**config.mk**
```make
export PLATFORM = sky130hd
export DESIGN_NAME = oc8051_cy_seq_flat
export DESIGN_NICKNAME = d
export VERILOG_FILES = /design/src/rtl/oc8051_cy_seq_if.sv /design/src/rtl/oc8051_cy_seq.sv /design/src/flat_wrapper.sv
export SDC_FILE = /design/constraint.sdc
export NUM_CORES = 1
export LEC_CHECK = 0
export BUFFER_PORTS_ARGS = -buffer_cell sky130_fd_sc_hd__buf_2
export CAP_MARGIN = 5
export CORE_UTILIZATION = 30
export DETAILED_ROUTE_END_ITERATION = 10
export GPL_TIMING_DRIVEN = 0
export SLEW_MARGIN = 0
export SYNTH_ARGS = -nofsm -noshare
export SYNTH_HDL_FRONTEND = slang
export SYNTH_SLANG_ARGS = --single-unit
```
**constraint.sdc**
```tcl
create_clock -name clk -period 1.5 [get_ports clk]
set_clock_uncertainty 0.1 [all_clocks]
set_input_delay 0.3 -clock clk [delete_from_list [all_inputs] [get_ports clk]]
set_output_delay 0.3 -clock clk [all_outputs]
set_load 0.03 [all_outputs]
```
**src/rtl/oc8051_cy_seq_if.sv**
```systemverilog
// Decoder-to-sequencer bundle: request side (start/mode/len/stall/alu_zero)
// and the carry-mux / PSW-write controls driven back by the sequencer.
interface oc8051_cy_seq_if #(
    parameter int IDX_W = 3
) ();
    // Handshake: start is a single-cycle request, accepted only while busy=0;
    // there is no ready/ack, a start seen while busy=1 is dropped, not queued.
    logic             start;
    logic [1:0]       mode;
    logic [3:0]       len;
    logic             stall;
    logic             alu_zero;
    logic [1:0]       cy_sel;
    logic             psw_cy_we;
    logic [IDX_W-1:0] byte_idx;
    logic             busy;
    logic             done;
    logic             all_zero;

    modport master (
        output start, mode, len, stall, alu_zero,
        input  cy_sel, psw_cy_we, byte_idx, busy, done, all_zero
    );

    modport slave (
        input  start, mode, len, stall, alu_zero,
        output cy_sel, psw_cy_we, byte_idx, busy, done, all_zero
    );
endinterface

```
**src/rtl/oc8051_cy_seq.sv**
```systemverilog
// Carry-chain sequencer: one byte per cycle, carry-in select and PSW.CY write strobe.
// Optional zero-flag accumulation is built when OC8051_CY_SEQ_ZFLAG_EN is defined.
module oc8051_cy_seq #(
    parameter int MAX_LEN = 8,
    parameter int IDX_W   = 3
) (
    input  logic               clk,
    input  logic               rst,
    oc8051_cy_seq_if.slave     bus,
    output logic [1:0]         state_o
);

    typedef enum logic [1:0] {
        S_IDLE = 2'd0,
        S_RUN  = 2'd1,
        S_DONE = 2'd2
    } state_e;

    localparam logic [1:0] MODE_ADD  = 2'b00;
    localparam logic [1:0] MODE_ADDC = 2'b01;
    localparam logic [1:0] MODE_SUB  = 2'b10;
    localparam logic [1:0] MODE_CYLD = 2'b11;

    localparam logic [1:0] CY_0   = 2'b00;
    localparam logic [1:0] CY_PSW = 2'b01;
    localparam logic [1:0] CY_RAM = 2'b10;
    localparam logic [1:0] CY_1   = 2'b11;

    localparam logic [4:0]       MAX_LEN_L  = 5'(MAX_LEN);
    localparam logic [IDX_W-1:0] MAX_LAST_L = IDX_W'(MAX_LEN - 1);

    state_e           state_q, state_d;
    logic [1:0]       mode_q, mode_d;
    logic [IDX_W-1:0] last_q, last_d;
    logic [IDX_W-1:0] idx_q, idx_d;
    logic [IDX_W-1:0] eff_last;
    logic [1:0]       first_sel;
    logic [1:0]       cy_sel_c;
    logic             psw_we_c;
    logic             busy_c;
    logic             done_c;
    logic             accept;
    logic             advance;

    // Index of the final byte; carry load is always a single byte.
    always_comb begin
        eff_last = '0;
        if (bus.mode == MODE_CYLD || bus.len == 4'd0) begin
            eff_last = '0;
        end else if ({1'b0, bus.len} > MAX_LEN_L) begin
            eff_last = MAX_LAST_L;
        end else begin
            eff_last = IDX_W'(bus.len - 4'd1);
        end
    end

    // Carry-in for byte 0; SUB seeds CY=1 for two's-complement borrow-in.
    always_comb begin
        first_sel = CY_PSW;
        case (mode_q)
            MODE_ADD:  first_sel = CY_0;
            MODE_ADDC: first_sel = CY_PSW;
            MODE_SUB:  first_sel = CY_1;
            MODE_CYLD: first_sel = CY_RAM;
            default:   first_sel = CY_PSW;
        endcase
    end

    assign accept  = (state_q == S_IDLE) && bus.start;
    assign advance = (state_q == S_RUN) && !bus.stall;

    always_comb begin
        state_d  = state_q;
        mode_d   = mode_q;
        last_d   = last_q;
        idx_d    = idx_q;
        cy_sel_c = CY_PSW;
        psw_we_c = 1'b0;
        busy_c   = 1'b0;
        done_c   = 1'b0;
        case (state_q)
            S_IDLE: begin
                idx_d = '0;
                if (bus.start) begin
                    mode_d  = bus.mode;
                    last_d  = eff_last;
                    state_d = S_RUN;
                end
            end
            S_RUN: begin
                busy_c   = 1'b1;
                cy_sel_c = (idx_q == '0) ? first_sel : CY_PSW;
                psw_we_c = !bus.stall;
                if (!bus.stall) begin
                    if (idx_q == last_q) begin
                        state_d = S_DONE;
                    end else begin
                        idx_d = idx_q + IDX_W'(1);
                    end
                end
            end
            S_DONE: begin
                busy_c  = 1'b1;
                done_c  = 1'b1;
                idx_d   = '0;
                state_d = S_IDLE;
            end
            default: begin
                idx_d   = '0;
                state_d = S_IDLE;
            end
        endcase
    end

    always_ff @(posedge clk) begin
        if (rst) begin
            state_q <= S_IDLE;
            mode_q  <= MODE_ADD;
            last_q  <= '0;
            idx_q   <= '0;
        end else begin
            state_q <= state_d;
            mode_q  <= mode_d;
            last_q  <= last_d;
            idx_q   <= idx_d;
        end
    end

`ifdef OC8051_CY_SEQ_ZFLAG_EN
    logic zero_q, zero_d;

    // Accumulator holds after DONE so all_zero stays readable until the next start.
    always_comb begin
        zero_d = zero_q;
        if (accept) begin
            zero_d = 1'b1;
        end else if (advance) begin
            zero_d = zero_q & bus.alu_zero;
        end
    end

    always_ff @(posedge clk) begin
        if (rst) begin
            zero_q <= 1'b0;
        end else begin
            zero_q <= zero_d;
        end
    end

    assign bus.all_zero = zero_q;
`else
    logic unused_alu_zero;
    assign unused_alu_zero = bus.alu_zero;
    assign bus.all_zero    = 1'b0;
`endif

    assign bus.cy_sel    = cy_sel_c;
    assign bus.psw_cy_we = psw_we_c;
    assign bus.byte_idx  = idx_q;
    assign bus.busy      = busy_c;
    assign bus.done      = done_c;
    assign state_o       = state_q;

`ifndef SYNTHESIS
    a_done_busy : assert property (@(posedge clk) disable iff (rst)
        bus.done |-> bus.busy);
    a_we_run : assert property (@(posedge clk) disable iff (rst)
        bus.psw_cy_we |-> (state_q == S_RUN));
    a_idx_range : assert property (@(posedge clk) disable iff (rst)
        (state_q == S_RUN) |-> (idx_q <= last_q));
    a_done_one : assert property (@(posedge clk) disable iff (rst)
        (state_q == S_DONE) |=> (state_q == S_IDLE));
`endif

endmodule

```
**src/flat_wrapper.sv**
```systemverilog
// flat-port wrapper written by rule: the top's interface ports become plain ports
module oc8051_cy_seq_flat 
#(
    parameter int MAX_LEN = 8,
    parameter int IDX_W   = 3
)
  (clk, rst, state_o, bus_start, bus_mode, bus_len, bus_stall, bus_alu_zero, bus_cy_sel, bus_psw_cy_we, bus_byte_idx, bus_busy, bus_done, bus_all_zero);
  oc8051_cy_seq_if #(.IDX_W(IDX_W)) bus_i ();
  input  logic clk;
  input  logic rst;
  output logic [1:0] state_o;
  input wire logic [$bits(bus_i.start)-1:0] bus_start;
  input wire logic [$bits(bus_i.mode)-1:0] bus_mode;
  input wire logic [$bits(bus_i.len)-1:0] bus_len;
  input wire logic [$bits(bus_i.stall)-1:0] bus_stall;
  input wire logic [$bits(bus_i.alu_zero)-1:0] bus_alu_zero;
  output wire logic [$bits(bus_i.cy_sel)-1:0] bus_cy_sel;
  output wire logic [$bits(bus_i.psw_cy_we)-1:0] bus_psw_cy_we;
  output wire logic [$bits(bus_i.byte_idx)-1:0] bus_byte_idx;
  output wire logic [$bits(bus_i.busy)-1:0] bus_busy;
  output wire logic [$bits(bus_i.done)-1:0] bus_done;
  output wire logic [$bits(bus_i.all_zero)-1:0] bus_all_zero;
  assign bus_i.start = bus_start;
  assign bus_i.mode = bus_mode;
  assign bus_i.len = bus_len;
  assign bus_i.stall = bus_stall;
  assign bus_i.alu_zero = bus_alu_zero;
  assign bus_cy_sel = bus_i.cy_sel;
  assign bus_psw_cy_we = bus_i.psw_cy_we;
  assign bus_byte_idx = bus_i.byte_idx;
  assign bus_busy = bus_i.busy;
  assign bus_done = bus_i.done;
  assign bus_all_zero = bus_i.all_zero;
  oc8051_cy_seq #(.MAX_LEN(MAX_LEN), .IDX_W(IDX_W)) u_core (.clk(clk), .rst(rst), .bus(bus_i), .state_o(state_o));
endmodule
```
==> results.sh, run 1 <==
export IMPL_final_cell_area_um2=972
export IMPL_port_buffers=18
export IMPL_yosysTopAreaCellShare_pct=30.4
export IMPL_cp_startpoint="u_core.state_o[1]$_SDFFE_PP0P_"
export IMPL_cts_sinks=10
export IMPL_grt_pass1_vias=561
export IMPL_post_cts_hold_buffer_count=0
export IMPL_static_power_due_to_leakage_nw=0.423
export IMPL_total_power_mw=1.30
export IMPL_muxShareOfSynthArea_pct=1.52
export IMPL_vdd_ir_drop_worst_uv=748
export IMPL_timing_final_setup_violations=5
export IMPL_worstSetupStartpointType="flip-flop"
export IMPL_nNetsFinal=132
export IMPL_dominant_combinational_cell_family_by_area_after_synthesis="simple AND/OR/NAND/NOR gates"
export IMPL_rr_endpoint="u_core.state_o[0]$_SDFFE_PP0P_"
export IMPL_detailed_place_hpwl_um=1000
export IMPL_n_fill_cell=200
export IMPL_cts_buffers=3
export IMPL_grt_start_max_net_pins=10
export IMPL_path_cells="inv_4, ha_4, nand3b_1, or2_4, buf_6"
export IMPL_net_count_of_the_mapped_netlist=102
export IMPL_critical_path_slowest_cell="sky130_fd_sc_hd__dfxtp_4"
export IMPL_grt_overflow_total=0
export IMPL_arrival_time_at_the_worst_endpoint_ns=1.33
export IMPL_die_w_um=48.9
export IMPL_failing_checks="negative setup slack"
export IMPL_timing_final_crit_period_ns=1.73
export IMPL_worstSkewPairLatency_ns=0.27
export IMPL_via_count=624
export IMPL_count_of_flip_flops_with_a_built_in_enable_after_synthesis=0
export IMPL_worst_setup_slack_before_clock_tree_synthesis_ns=-0.0304
export IMPL_ff_latch_area_um2=218
export IMPL_multi_input_comb_area_um2=473
export IMPL_row_count=16
export IMPL_globalRouteTotalUtil_pct=13.0
export IMPL_ys_ff_latch=10
export IMPL_synth_simple_gate_area_share_pct=20.3
export IMPL_timing_final_hold_violations=0
export IMPL_clk_pin_slew_ns=0.07
export IMPL_power_per_cell_area_nw_per_um2=1340
export IMPL_coreArea_um2=2020
export IMPL_start_util_pct=32.6
export IMPL_flow_area_growth_from_synthesis_pct=47.4
export IMPL_wire_length_of_the_first_global_routing_pass_um=2370
export IMPL_dominantRegCellSynth="sky130_fd_sc_hd__dfxtp_1"
export IMPL_chipHeight_um=48.9
export IMPL_drt_first_iter_violations=6
export IMPL_post_route_worst_setup_slack_ns=-0.234
export IMPL_rsz0062_at_grt="yes"
export IMPL_r2r_cells=8
export IMPL_yosys_top_cells_count="10 x sky130_fd_sc_hd__dfxtp_1, 10 x sky130_fd_sc_hd__ha_1, 10 x sky130_fd_sc_hd__inv_1"
export IMPL_cts_root_buffer_cell="sky130_fd_sc_hd__clkbuf_4"
export IMPL_routed_wire_length_per_instance_um=10.1
export IMPL_r2r_start="u_core.state_o[1]$_SDFFE_PP0P_"
export IMPL_grt_antenna_before_repair=0
export IMPL_critical_path_top_delay_family="simple AND/OR/NAND/NOR gates"
export IMPL_place_inst=126
export IMPL_critPathMaxFanout=2
export IMPL_maxSlewViolCount=0
export IMPL_timing_final_crit_share_pct=116
export IMPL_post_layout_nonfiller_instances=137
export IMPL_async_reset_ff_share_pct=0
export IMPL_fin_tns_setup_ns=-0.734
export IMPL_synthDistinctLibCells=22
export IMPL_crit_end="bus_cy_sel[0]"
export IMPL_detail_route_antenna_nets=0
export IMPL_syn_inst=81
export IMPL_reg2reg_setup_slack_ns=0.05
export IMPL_worstPathBufferInverterCount=2
export IMPL_drv_cap=0
export IMPL_floorplan_die_area_um2=2390
export IMPL_timing_worst_setup_path_type="reg2out"
export IMPL_via_per_inst=4.55
export IMPL_layout_cell_share_with_drive_strength_beyond_1_pct=44.5
export IMPL_outcome="finished, violations left"
export IMPL_synth_seq_area_share_pct=30.4
export IMPL_yosys_area_share_xor_xnor_pct=6.64
export IMPL_remaining_drc_errors=0
export IMPL_share_of_the_synthesized_area_in_compound_gates_ao_oa_aoi_oai_pct=14.2
export IMPL_cts_buffer_depth=2
export IMPL_drt_first_pass_iters=4
export IMPL_post_synth_fa_ha_maj_area_fraction_pct=19.0
export IMPL_post_dp_cell_area_um2=820
export IMPL_worst_path_stages=5
export IMPL_end_kind="output port"
export IMPL_htree_num_levels=1
export IMPL_post_synth_cell_area_avg_um2=8.14
export IMPL_yosysTopAreaCell="sky130_fd_sc_hd__dfxtp_1"
export IMPL_holdCritPathClass="in2reg"
export IMPL_synth_area_leaders="sky130_fd_sc_hd__dfxtp_1 30%, sky130_fd_sc_hd__ha_1 19%, sky130_fd_sc_hd__xnor2_1 6.6%"
export IMPL_antenna_cells=0
export IMPL_worst_ep_required_time_ns=1.10
export IMPL_mappedNetlistArea_um2=659
export IMPL_critPathMaxStageDelay_ns=0.36
export IMPL_place_congestion=0.775
export IMPL_cts_tree="done"
export IMPL_max_freq_mhz=577
export IMPL_route_final_wire_length_um=1380
export IMPL_design_portCount=22
export IMPL_synth_warning_count=0
-- state kept, by name, summed over array words and instances, names as in the netlist --
signal,count
u_core.state_o,2
u_core.mode_q,2
u_core.last_q,3
u_core.bus.byte_idx,3
-- cells in the final DEF, fill, tap and decap left out, types with 2 or more instances in the layout --
cell,instances
sky130_fd_sc_hd__dfxtp_1,4
sky130_fd_sc_hd__buf_2,13
sky130_fd_sc_hd__nor2b_1,3
sky130_fd_sc_hd__dfxtp_4,4
sky130_fd_sc_hd__nand2b_1,3
sky130_fd_sc_hd__xnor2_1,5
sky130_fd_sc_hd__dfxtp_2,2
sky130_fd_sc_hd__a32oi_1,2
sky130_fd_sc_hd__buf_6,4
sky130_fd_sc_hd__ha_1,7
sky130_fd_sc_hd__ha_4,3
sky130_fd_sc_hd__buf_4,9
sky130_fd_sc_hd__o21ai_0,4
sky130_fd_sc_hd__nand2_1,5
sky130_fd_sc_hd__nand3_1,2
sky130_fd_sc_hd__nor2_1,6
sky130_fd_sc_hd__clkbuf_4,3
sky130_fd_sc_hd__inv_1,7
sky130_fd_sc_hd__inv_2,2
sky130_fd_sc_hd__a21oi_1,6
-- power by group --
part           switching [mW]  internal (mW)
clock network          0.0960         0.0961
registers              0.0456          0.317
logic                   0.399          0.351
-- routing by layer --
layer	global-route usage (%)	vias up	routed length [µm]
met1	15.8	279	605
li1	-	321	-
met4	7.35	0	38
met2	21.8	18	682
met3	1.87	6	51
met5	0	-	0
-- cell type report --
class	count	area share (%)
buffer	2	1.16
clock inverter	1	0.386
multi-input combinational	59	48.6
inverter	10	4.12
sequential	10	22.4
clock buffer	3	2.32
tap	27	3.47
timing repair buffer	25	17.5
-- how the worst min path moves through the flow --
stage | start | endpoint | cells after the start
floorplan | u_core.last_q[2]$_SDFFE_PP0P_ | u_core.last_q[2]$_SDFFE_PP0P_ | 2
global placement | u_core.last_q[2]$_SDFFE_PP0P_ | u_core.last_q[2]$_SDFFE_PP0P_ | 2
detailed placement | u_core.mode_q[0]$_SDFFE_PP0P_ | u_core.mode_q[0]$_SDFFE_PP0P_ | 2
CTS | bus_mode[1] | u_core.mode_q[1]$_SDFFE_PP0P_ | 3
global route | bus_mode[1] | u_core.mode_q[1]$_SDFFE_PP0P_ | 3
finish | bus_mode[1] | u_core.mode_q[1]$_SDFFE_PP0P_ | 3
-- kinds of logic after synthesis --
kind of cell / after synthesis
compound gates: 15
xor+xnor: 5
fa+ha+maj: 10
buf+inv: 12
flops: 10
mux: 1
other cells: 1
simple gates: 27
-- tightest hold or removal path, cell delays in order --
cell                      delay, ns
sky130_fd_sc_hd__buf_2         0.11
sky130_fd_sc_hd__nand3_1       0.06
sky130_fd_sc_hd__a21oi_1       0.05
-- stage by stage --
| stage | hold slack [ns] | util (%) |
|---|---|---|
| 3_5_place_dp | 0.368 | 40.5 |
| 4_1_cts | 0.176 | 46.7 |
| 5_1_grt | 0.187 | 48.1 |
| 2_1_floorplan | 0.344 | - |
| 6_report | 0.194 | 48.1 |
| 3_3_place_gp | 0.360 | 40.5 |
-- timing repair --
| item | 4_1_cts | 5_1_grt |
|---|---|---|
| resized for setup | 16 | 8 |
| setup buffers | 6 | 2 |
| setup endpoints to repair | 6 | 9 |
| pin swaps | 3 | 1 |
No activity file was read; power rests on OpenSTA's default activity.
==> run 2, diff against run 1 <==
Settings changed: CTS_BUF_LIST set to sky130_fd_sc_hd__clkbuf_16.
==> results.sh, run 2 (synthesis gave the netlist of run 1 again) <==
export IMPL_outcome="finished, violations left"
export IMPL_failing_checks="negative setup slack"
export IMPL_start_util_pct=32.6
export IMPL_timing_final_crit_period_ns=1.67
export IMPL_fin_worst_hold_slack_ns=0.232
export IMPL_grt_pass1_vias=560
export IMPL_chipHeight_um=48.9
export IMPL_route_met2_wl_um=738
export IMPL_wire_length_on_met3_um=30
export IMPL_via_per_inst=4.49
export IMPL_worst_setup_slack_before_clock_tree_synthesis_ns=-0.0304
export IMPL_via_count=628
export IMPL_grt_overflow_total=0
export IMPL_worstSetupStartpointType="flip-flop"
export IMPL_critPathMaxStageDelay_ns=0.35
export IMPL_worst_ep_required_time_ns=1.10
export IMPL_net_switching_power_uw=579
export IMPL_route_final_wire_length_um=1420
export IMPL_critical_path_slowest_cell="sky130_fd_sc_hd__dfxtp_4"
export IMPL_cts_tree="done"
export IMPL_grt_start_max_net_pins=10
export IMPL_post_route_util_pct=52.3
export IMPL_row_count=16
export IMPL_path_cells="inv_4, ha_4, nand3b_1, buf_4, nor3_4, buf_6"
export IMPL_sequential_fraction_of_design_power_pct=22.4
export IMPL_maxSlewViolCount=0
export IMPL_critPathMaxFanout=2
export IMPL_intPower_mw=1.05
export IMPL_globalRouteTotalUtil_pct=13.1
export IMPL_power_frac_comb_pct=48.8
export IMPL_wire_length_of_the_first_global_routing_pass_um=2360
export IMPL_drt_first_iter_violations=4
export IMPL_timing_final_crit_share_pct=112
export IMPL_timing_final_hold_violations=0
export IMPL_max_freq_mhz=598
export IMPL_vdd_ir_drop_worst_uv=972
export IMPL_design_portCount=22
export IMPL_holdCritPathClass="in2reg"
export IMPL_fin_tns_setup_ns=-0.426
export IMPL_coreArea_um2=2020
export IMPL_rsz0062_at_grt="yes"
export IMPL_post_cts_hold_buffer_count=0
export IMPL_timing_final_setup_violations=4
export IMPL_worstSkewPairLatency_ns=0.23
export IMPL_timing_worst_setup_path_type="reg2out"
export IMPL_htree_num_levels=1
export IMPL_relative_contribution_of_the_clock_network_to_total_power_pct=28.8
export IMPL_cts_sinks=10
export IMPL_clk_pin_slew_ns=0.04
export IMPL_cts_buffer_depth=2
export IMPL_drv_cap=0
export IMPL_power_per_cell_area_nw_per_um2=1540
export IMPL_post_route_worst_setup_slack_ns=-0.173
export IMPL_floorplan_die_area_um2=2390
export IMPL_layout_cell_share_with_drive_strength_beyond_1_pct=48.7
export IMPL_place_congestion=0.775
export IMPL_layout_common_cells="14 x sky130_fd_sc_hd__buf_2, 11 x sky130_fd_sc_hd__buf_4, 6 x sky130_fd_sc_hd__nor2_1, 6 x sky130_fd_sc_hd__a21oi_1, 6 x sky130_fd_sc_hd__ha_1"
export IMPL_grt_antenna_before_repair=0
export IMPL_flow_area_growth_from_synthesis_pct=60.3
export IMPL_die_w_um=48.9
export IMPL_switching_share_pct=35.5
export IMPL_routed_wire_length_per_instance_um=10.2
export IMPL_worstPathBufferInverterCount=3
export IMPL_highest_routing_layer_actually_used="met4"
export IMPL_static_power_due_to_leakage_nw=0.463
export IMPL_mostFrequentLayoutCell="sky130_fd_sc_hd__buf_2"
export IMPL_critical_path_top_delay_family="buffers and inverters"
export IMPL_arrival_time_at_the_worst_endpoint_ns=1.27
export IMPL_drt_first_pass_iters=2
export IMPL_cts_root_buffer_cell="sky130_fd_sc_hd__clkbuf_16"
export IMPL_wirelength_met1_um=624
export IMPL_antenna_cells=0
export IMPL_end_kind="output port"
export IMPL_nNetsFinal=135
export IMPL_cts_buffers=3
export IMPL_port_buffers=18
export IMPL_remaining_drc_errors=0
export IMPL_detailed_place_hpwl_um=1000
export IMPL_detail_route_antenna_nets=0
run 2: cell type report:
class	count	area, µm²
Multi-Input combinational cell	59	485
Tap cell	27	33.8
Inverter	10	40.0
Clock inverter	1	3.75
Clock buffer	3	75.1
Fill cell	192	965
Buffer	2	11.3
Sequential cell	10	218
Timing Repair Buffer	28	190
run 2: what timing repair did:
item	in CTS	in global routing
gates resized for setup	12	13
setup buffers	5	5
pin swaps	5	3
endpoints found under the setup margin	6	9
run 2: path summary, 6_finish.rpt:
kind / startpoint / to / slack, ns / depth (start not counted)
setup / recovery: u_core.state_o[1]$_SDFFE_PP0P_ / bus_cy_sel[1] / -0.17 / 6
hold / removal: bus_mode[1] / u_core.mode_q[1]$_SDFFE_PP0P_ / 0.23 / 3
setup reg to reg: u_core.state_o[1]$_SDFFE_PP0P_ / u_core.state_o[0]$_SDFFE_PP0P_ / 0.06 / 8
hold reg to reg: u_core.mode_q[0]$_SDFFE_PP0P_ / u_core.mode_q[0]$_SDFFE_PP0P_ / 0.37 / 2
run 2: routing by layer:
metal / vias to the layer above / track usage, %
met2: 10 / 21.5
met1: 288 / 15.8
li1: 328 / -
met5: - / 0
met4: 0 / 7.35
met3: 2 / 2.80
run 2: metrics by stage:
| stage | total power [mW] | cells | cell area (µm²) |
|---|---|---|---|
| after global routing | 1.73 | 140 | 1060 |
| after CTS | 1.57 | 135 | 980 |
| final | 1.63 | 140 | 1060 |
| after global placement | 0.924 | 126 | 820 |
| after floorplan | 0.810 | 81 | 696 |
| after detailed placement | 0.931 | 126 | 820 |
run 2: worst min-delay path: cells and delay by family:
family / cells / cell delay [ns]
buf+inv: 1 / 0.11
simple gates: 1 / 0.06
compound gates: 1 / 0.05
run 2: power groups by stage:
stage,combinational (mW),clock (mW),sequential [mW]
6_report,0.796,0.470,0.365
5_1_grt,0.861,0.498,0.372
4_1_cts,0.724,0.477,0.366
3_5_place_dp,0.561,0,0.370
3_3_place_gp,0.554,0,0.369
2_1_floorplan,0.408,0,0.402
